$ cat config.mk
export PLATFORM = sky130hd
export DESIGN_NAME = mc_ctrl
export DESIGN_NICKNAME = d
export VERILOG_FILES = /design/src/rtl/ctrl_pkg.sv /design/src/rtl/ctrl_decode.sv /design/src/rtl/mc_ctrl.sv
export SDC_FILE = /design/constraint.sdc
export NUM_CORES = 1
export LEC_CHECK = 0
export ABC_AREA = 1
export CORE_MARGIN = 4
export CORE_UTILIZATION = 35
export CTS_BUF_LIST = sky130_fd_sc_hd__clkbuf_4
export CTS_CLUSTER_DIAMETER = 150
export DETAILED_ROUTE_END_ITERATION = 7
export PLACE_DENSITY = 0.87
export SLEW_MARGIN = 15
export SYNTH_ARGS = -nofsm -noshare
export SYNTH_HDL_FRONTEND = slang
export SYNTH_SLANG_ARGS = --single-unit
$ cat constraint.sdc
create_clock -name clk -period 3.8 [get_ports clk]
set_input_delay 0.76 -clock clk [delete_from_list [all_inputs] [get_ports clk]]
set_output_delay 0.76 -clock clk [all_outputs]
set_load 0.01 [all_outputs]
$ cat src/rtl/ctrl_pkg.sv
// Shared encodings for the RV32I multicycle control path: opcodes, imm_sel,
// pc_src / wb_sel encodings, FSM state and instruction class.
package ctrl_pkg;

  localparam logic [6:0] OP_R      = 7'b0110011;
  localparam logic [6:0] OP_I      = 7'b0010011;
  localparam logic [6:0] OP_LOAD   = 7'b0000011;
  localparam logic [6:0] OP_STORE  = 7'b0100011;
  localparam logic [6:0] OP_BRANCH = 7'b1100011;
  localparam logic [6:0] OP_JAL    = 7'b1101111;
  localparam logic [6:0] OP_JALR   = 7'b1100111;

  localparam logic [2:0] IMM_NONE = 3'b000;
  localparam logic [2:0] IMM_I    = 3'b001;
  localparam logic [2:0] IMM_S    = 3'b010;
  localparam logic [2:0] IMM_B    = 3'b011;
  localparam logic [2:0] IMM_J    = 3'b100;

  localparam logic [1:0] PC_PLUS4 = 2'b00;
  localparam logic [1:0] PC_IMM   = 2'b01;
  localparam logic [1:0] PC_JALR  = 2'b10;

  localparam logic [1:0] WB_ALU = 2'b00;
  localparam logic [1:0] WB_MEM = 2'b01;
  localparam logic [1:0] WB_PC4 = 2'b10;

  typedef enum logic [2:0] {
    S_FETCH  = 3'd0,
    S_DECODE = 3'd1,
    S_EXEC   = 3'd2,
    S_MEM    = 3'd3,
    S_WB     = 3'd4,
    S_TRAP   = 3'd5
  } state_t;

  typedef enum logic [2:0] {
    CLS_R, CLS_I, CLS_LOAD, CLS_STORE, CLS_BRANCH, CLS_JAL, CLS_JALR, CLS_ILL
  } cls_t;

  // Decoder result bundle
  typedef struct packed {
    cls_t       cls;
    logic [2:0] imm_sel;
    logic       illegal;
  } dec_t;

endpackage

$ cat src/rtl/ctrl_decode.sv
// Opcode classifier: maps inst[6:0] to instruction class, imm_gen select and
// an illegal flag for every opcode the core does not implement.
module ctrl_decode
  import ctrl_pkg::*;
(
  input  logic [6:0] opcode,
  output dec_t       dec
);

  // Pure lookup on the major opcode
  always_comb begin
    dec = '{cls: CLS_ILL, imm_sel: IMM_NONE, illegal: 1'b1};
    case (opcode)
      OP_R:      dec = '{cls: CLS_R,      imm_sel: IMM_NONE, illegal: 1'b0};
      OP_I:      dec = '{cls: CLS_I,      imm_sel: IMM_I,    illegal: 1'b0};
      OP_LOAD:   dec = '{cls: CLS_LOAD,   imm_sel: IMM_I,    illegal: 1'b0};
      OP_STORE:  dec = '{cls: CLS_STORE,  imm_sel: IMM_S,    illegal: 1'b0};
      OP_BRANCH: dec = '{cls: CLS_BRANCH, imm_sel: IMM_B,    illegal: 1'b0};
      OP_JAL:    dec = '{cls: CLS_JAL,    imm_sel: IMM_J,    illegal: 1'b0};
      OP_JALR:   dec = '{cls: CLS_JALR,   imm_sel: IMM_I,    illegal: 1'b0};
      default: ;
    endcase
  end

endmodule

$ cat src/rtl/mc_ctrl.sv
// Multicycle control FSM for the RV32I core: FETCH/DECODE/EXEC/MEM/WB/TRAP.
// Optional build macro MC_CTRL_MEM_TIMEOUT_EN adds a memory wait timeout that
// traps with a sticky bus_err; without it memory waits are unbounded.
module mc_ctrl
  import ctrl_pkg::*;
#(
  parameter int DEC_WAIT     = 1,
  parameter int MEM_WAIT_MAX = 15
) (
  input  logic        clk,
  input  logic        rst,
  input  logic [31:0] inst,
  input  logic        mem_ready,
  input  logic        br_taken,
  output logic [2:0]  imm_sel,
  output logic        ir_we,
  output logic        pc_we,
  output logic [1:0]  pc_src,
  output logic        mem_req,
  output logic        mem_we,
  output logic        mem_addr_sel,
  output logic        alu_a_sel,
  output logic        alu_b_sel,
  output logic        reg_we,
  output logic [1:0]  wb_sel,
  output logic        illegal,
  output logic        bus_err,
  output logic [2:0]  state
);

  localparam int DW = (DEC_WAIT < 2) ? 1 : $clog2(DEC_WAIT);

  state_t        state_q, state_d;
  dec_t          dec;
  logic [DW-1:0] dec_cnt_q;
  logic          dec_last;
  logic          illegal_q;
  logic          timeout;
  logic          unused_inst;

  // Only the major opcode steers control; funct/reg fields go to the datapath
  assign unused_inst = ^inst[31:7];

  ctrl_decode u_dec (
    .opcode (inst[6:0]),
    .dec    (dec)
  );

  assign dec_last = (dec_cnt_q == DW'(DEC_WAIT - 1));

`ifdef MC_CTRL_MEM_TIMEOUT_EN
  localparam int TW = $clog2(MEM_WAIT_MAX + 1);

  logic [TW-1:0] to_cnt_q;
  logic          bus_err_q;
  logic          mem_wait;

  assign mem_wait = (state_q == S_FETCH) || (state_q == S_MEM);
  assign timeout  = mem_wait && !mem_ready && (to_cnt_q == TW'(MEM_WAIT_MAX));

  // Consecutive not-ready cycles on the memory port; any handshake or state move restarts it
  always_ff @(posedge clk or posedge rst) begin
    if (rst) begin
      to_cnt_q  <= '0;
      bus_err_q <= 1'b0;
    end else begin
      if (mem_ready || (state_d != state_q) || !mem_wait) to_cnt_q <= '0;
      else                                                to_cnt_q <= to_cnt_q + 1'b1;
      if (timeout) bus_err_q <= 1'b1;
    end
  end

  assign bus_err = bus_err_q;
`else
  logic unused_cfg;
  assign unused_cfg = (MEM_WAIT_MAX == 0);
  assign timeout    = 1'b0;
  assign bus_err    = 1'b0;
`endif

  // State, decode-settle counter and sticky illegal flag
  always_ff @(posedge clk or posedge rst) begin
    if (rst) begin
      state_q   <= S_FETCH;
      dec_cnt_q <= '0;
      illegal_q <= 1'b0;
    end else begin
      state_q <= state_d;
      if (state_q == S_DECODE && state_d == S_DECODE) dec_cnt_q <= dec_cnt_q + 1'b1;
      else                                            dec_cnt_q <= '0;
      if (state_q == S_DECODE && dec.illegal) illegal_q <= 1'b1;
    end
  end

  // Next-state selection
  always_comb begin
    state_d = state_q;
    case (state_q)
      S_FETCH:  if (timeout) state_d = S_TRAP;
                else if (mem_ready) state_d = S_DECODE;
      S_DECODE: if (dec.illegal) state_d = S_TRAP;
                else if (dec_last) state_d = S_EXEC;
      S_EXEC: begin
        case (dec.cls)
          CLS_BRANCH:          state_d = S_FETCH;
          CLS_LOAD, CLS_STORE: state_d = S_MEM;
          default:             state_d = S_WB;
        endcase
      end
      S_MEM:    if (timeout) state_d = S_TRAP;
                else if (mem_ready) state_d = (dec.cls == CLS_STORE) ? S_FETCH : S_WB;
      S_WB:     state_d = S_FETCH;
      S_TRAP:   state_d = S_TRAP;
      default:  state_d = S_FETCH;
    endcase
  end

  // Datapath strobes and selects; everything forced low while in reset so an
  // in-flight memory request is dropped immediately
  always_comb begin
    imm_sel      = IMM_NONE;
    ir_we        = 1'b0;
    pc_we        = 1'b0;
    pc_src       = PC_PLUS4;
    mem_req      = 1'b0;
    mem_we       = 1'b0;
    mem_addr_sel = 1'b0;
    alu_a_sel    = 1'b0;
    alu_b_sel    = 1'b0;
    reg_we       = 1'b0;
    wb_sel       = WB_ALU;
    if (!rst) begin
      case (state_q)
        S_FETCH: begin
          mem_req = 1'b1;
          ir_we   = mem_ready;
        end
        S_DECODE: imm_sel = dec.imm_sel;
        S_EXEC: begin
          imm_sel = dec.imm_sel;
          case (dec.cls)
            CLS_I, CLS_LOAD, CLS_STORE: alu_b_sel = 1'b1;
            CLS_BRANCH: begin
              pc_we  = 1'b1;
              pc_src = br_taken ? PC_IMM : PC_PLUS4;
            end
            default: ;
          endcase
        end
        S_MEM: begin
          imm_sel      = dec.imm_sel;
          mem_req      = 1'b1;
          mem_addr_sel = 1'b1;
          alu_b_sel    = 1'b1;
          mem_we       = (dec.cls == CLS_STORE);
          pc_we        = mem_ready && (dec.cls == CLS_STORE);
        end
        S_WB: begin
          imm_sel = dec.imm_sel;
          reg_we  = 1'b1;
          pc_we   = 1'b1;
          case (dec.cls)
            CLS_LOAD: wb_sel = WB_MEM;
            CLS_JAL:  begin wb_sel = WB_PC4; pc_src = PC_IMM;  end
            CLS_JALR: begin wb_sel = WB_PC4; pc_src = PC_JALR; end
            default: ;
          endcase
        end
        default: ;
      endcase
    end
  end

  assign illegal = illegal_q;
  assign state   = state_q;

endmodule
**After elaboration in Yosys (flattened, before gate mapping)**

Index checks and enable logic that the tools add are counted.

- Bits in registers: 5
- Bits of input ports: 36

- Add/subtract/negate cells: 1
- Reductions and logical operators: 9
- Mux-type cells: 35
- Equality and inequality tests: 19

Operators with widths:

| operator | number |
|---|---|
| $pmux 7 s7 | 1 |
| $eq 7x7->1 const B | 3 |
| $mux 3 | 7 |
| $mux 1 | 17 |
| $eq 3x3->1 const B | 5 |
| $pmux 3 s5 | 1 |
| $eq 7x6->1 const B | 2 |
| $eq 3x2->1 const B | 4 |
| $pmux 2 s2 | 3 |
| $eq 3x1->1 const B | 3 |
| $eq 7x2->1 const B | 1 |
| $eq 7x5->1 const B | 1 |
| $mux 2 | 3 |
| $pmux 3 s2 | 1 |
| $reduce_or 2->1 | 3 |
| $reduce_or 4->1 | 1 |
| $logic_and 1x1->1 | 3 |
| $logic_not 3->1 | 1 |
| $pmux 1 s3 | 1 |
| $reduce_or 3->1 | 1 |
| $pmux 1 s2 | 1 |
| $add 1x1->1 const B | 1 |

**Depth between registers and ports, before layout**

- Word-level depth: 9
- Mapped depth: 8

**Hierarchy**

From an unflattened synthesis, not the netlist that was laid out.

- Cell total of the unflattened synthesis: 119
- Area, all modules: 655.6 µm²

By module, submodules not included:

| module | sequential area each (µm²) | cells an instance | area an instance (µm²) | times used |
|---|---|---|---|---|
| mc_ctrl | 125.1 | 79 | 459.2 | 1 |
| ctrl_decode | 0.0 | 40 | 196.4 | 1 |

**Worst setup path after synthesis**

Ideal clock, no wire load.

- Kind: input-to-output
- From: input port rst
- To: output port imm_sel[1]
- Arrival time: 1.480 ns
- Data required time: 3.040 ns
- Cell stages on the path: 4
- Setup slack: 1.560 ns
- Path through: buf_2 -> inv_1 -> o21ai_2 -> nor3_1

- Cells in the longest elaborated chain, start to end: 1

RTL lines:

| item | line | text |
|---|---|---|
| from (decl) | mc_ctrl.sv:11 | `input logic rst,` |
| $mux 3 | mc_ctrl.sv:132 | `if (!rst) begin` |
| to (decl) | mc_ctrl.sv:15 | `output logic [2:0] imm_sel,` |

No other way between the ends.

**Worst setup path after layout**

- From: input port rst
- To: output port imm_sel[0]

Same word-level chain as after synthesis.

==> flow_summary.yaml <==
cells_and_area:
  fillers: 176
  diodes: 0
  finalNetCount: 177
  areaGrowthSynthToFinish_pct: 50.3
  drive_gt1_share_pct: 20.0
synthesis:
  synth.avg_cell_area_um2: 6.00
  ys_types: 22
  yosysWarnings: 0
  yosys-top-cells-area: "dfrtp_1 (19%), nand2_1 (16%), nor2_1 (10%)"
  yosysSeqAreaShare_pct: 19.1
  async_reset_ff_share_pct: 100
  synth_common_cells: "nand2_1 (28), nor2_1 (18), inv_1 (13), inv_2 (6), nand3_1 (6)"
  synth_seq_cells: 5
  synthCells: 109
  syn_area_um2: 654
  netlist.area_leader.share_pct: 19.1
  synth_top_area_cell: "dfrtp_1"
  yosysMostFrequentCell: "nand2_1"
  synth-edff-count: 0
  synth_ff_type: "dfrtp_1"
setup_path:
  worst_path_largest_cell_delay_ns: 0.56
  slowest_stage: "clkdlybuf4s50_1"
  r2r_cells: 7
  crit_family: "buffers and inverters"
  cp-end-kind: "primary output"
  path_buf_inv: 4
  path_common_cell: "clkdlybuf4s50_1"
  critPathRequiredTime_ns: 3.04
  r2r-start: "state[2]"
  cp_max_fo: 8
  r2r_slack_ns: 2.65
  timing.rr.end: "state[0]"
  crit_chain: "clkdlybuf4s50_1 > inv_1 > o21ai_2 > inv_2 > nand2_1 > nor2_1 > clkdlybuf4s50_1"
  cp_data_arrival_time_ns: 2.58
  critPathKind: "in2out"
  start_kind: "primary input"
floorplan:
  row_count: 15
  initial_core_util_pct: 37.5
  io_pins: 56
  dieWidth_um: 51.2
  core_area_um2: 1750
  dieArea_um2: 2630
  die_h_um: 51.2
power:
  switching_share_pct: 44.0
  ir_worst_vdd_uv: 352
  p_int_w: 0.000200
  p_comb_share_pct: 56.5
  power_leakage_nw: 0.502
  power.total_w: 0.000358
  clock_power_share_pct: 19.1
  seqPwrFrac_pct: 24.4
  p_switching_w: 0.000157
  powerDensity_nw_per_um2: 364
timing:
  finalHoldViolCount: 0
  setup_viol: 0
  finalSetupTns_ns: 0
  period_minus_slack_ns: 3.34
  finalClockSkew_ns: 0.00589
  fmax_mhz: 300
  drv_slew: 0
  rsz0062_at_grt: "no"
  timing.final.crit_share_pct: 87.8
  worst_slack_ns: 0.463
grt:
  grt_first_pass_wirelength_um: 2970
  grtUsageMet1_pct: 15.3
  use_met3_pct: 5.25
  grt_max_degree: 9
  antenna_found_initial: 0
  grt_util_met2_pct: 27.9
  gr-total-overflow: 0
  grt_pass1_vias: 693
  grt.busiest_layer: "met2"
  grt_usage_pct: 14.8
run_status:
  status: "finished, final reports clean"
min_path:
  hold_path.class: "reg2reg"
  whs_endpoint: "illegal"
  worstHoldPathCells: 2
  hold_start: "illegal"
placed_design:
  dp_hpwl_um: 1490
  dp_slack_ns: 0.474
  place.gp.congestion: 0.892
  io_buffers: 28
route:
  dr.first_iter.drc_count: 5
  wl_per_cell_um: 10.8
  dr.pass1.iters: 5
  wl_um: 1790
  ant_nets: 0
  routed_via_density: 4.67
  num_vias: 770
  drc: 0
clocking:
  clk_pin_slew_ns: 0.04
  cts_tree: "done"
  cts_resized: 0
  cts_num_sinks: 5
  root_buffer: "clkbuf_4"
  post-cts-setup-buffers: 0
  clk_latency_ns: 0.24
  cts_hold_buf: 0
  h-tree-depth: 1
  cts_made_buffers: 3
  clockBufferDepth: 2
flow_run:
  drv_cap: 0
cell usage in the layout, fill, tap and decap left out:
cell type,instances
clkbuf_4,4
o211ai_1,1
nand4_1,4
nand2_2,5
nand2_4,1
nand3b_1,1
o21ai_2,2
nor3_2,1
nor2_4,3
nor2_1,18
nand3_1,6
inv_1,13
nor3_1,3
a21oi_1,2
nand2_1,28
dfrtp_1,5
nor2_8,1
inv_2,6
nand3_2,3
conb_1,3
nor2_2,2
clkdlybuf4s50_1,28
worst min-delay path, stage by stage, from the launching register on:
cell	delay [ns]
dfrtp_1	0.34
inv_1	0.04
nand2_1	0.05
stage by stage:
stage | cell area, µm² | hold WS [ns] | std cells | utilization, %
6_report | 983 | 0.469 | 165 | 56.3
5_1_grt | 983 | 0.509 | 165 | 56.3
4_1_cts | 983 | 0.479 | 165 | 56.3
3_5_place_dp | 953 | 0.462 | 161 | 54.6
3_3_place_gp | 953 | 0.451 | 161 | 54.6
2_1_floorplan | 662 | 0.501 | 111 | -
logic make-up (layout without fill, tap and decap cells):
group	Yosys count	after routing	synth area share, %
other	1	3	0.573
AND/OR/NAND/NOR	76	76	61.0
flip-flops	5	5	19.1
buffers and inverters	22	51	14.0
AO/OA/AOI/OAI	5	5	5.35
flip-flops by register name (all words and copies together) (netlist names):
signal and flops:
illegal 1, dec_cnt_q 1, state 3
power groups by stage:
stage	registers, W	logic [W]	clock network, W
floorplan	0.0000900	0.000125	0
global placement	0.0000869	0.000196	0
detailed placement	0.0000877	0.000201	0
CTS	0.0000868	0.000202	0.0000722
global route	0.0000893	0.000222	0.0000779
finish	0.0000872	0.000202	0.0000683
layer usage:
layer  up-vias  share of wire [%]
met1       353                 40
met3         2                6.7
met4         0               0.22
met5         -                  0
li1        393                  -
met2        22                 53
how the worst max path moves through the flow:
stage / start / to / slack (ns) / cells past startpoint
finish: rst / imm_sel[0] / 0.46 / 7
global route: rst / imm_sel[0] / 0.39 / 7
CTS: rst / imm_sel[0] / 0.46 / 7
detailed placement: rst / imm_sel[0] / 0.47 / 7
global placement: rst / imm_sel[0] / 0.52 / 7
floorplan: rst / imm_sel[1] / 1.56 / 4
cell type report:
cell class / instances / area (µm²) / share of cell area (%)
flip-flops and latches: 5 / 125 / 12.7
multi-input cells: 84 / 445 / 45.3
clock buffers: 4 / 30.0 / 3.05
well taps: 25 / 31.3 / 3.18
inverters: 19 / 71.3 / 7.25
repair buffers: 28 / 280 / 28.5
No activity file was read; power rests on OpenSTA's default activity.
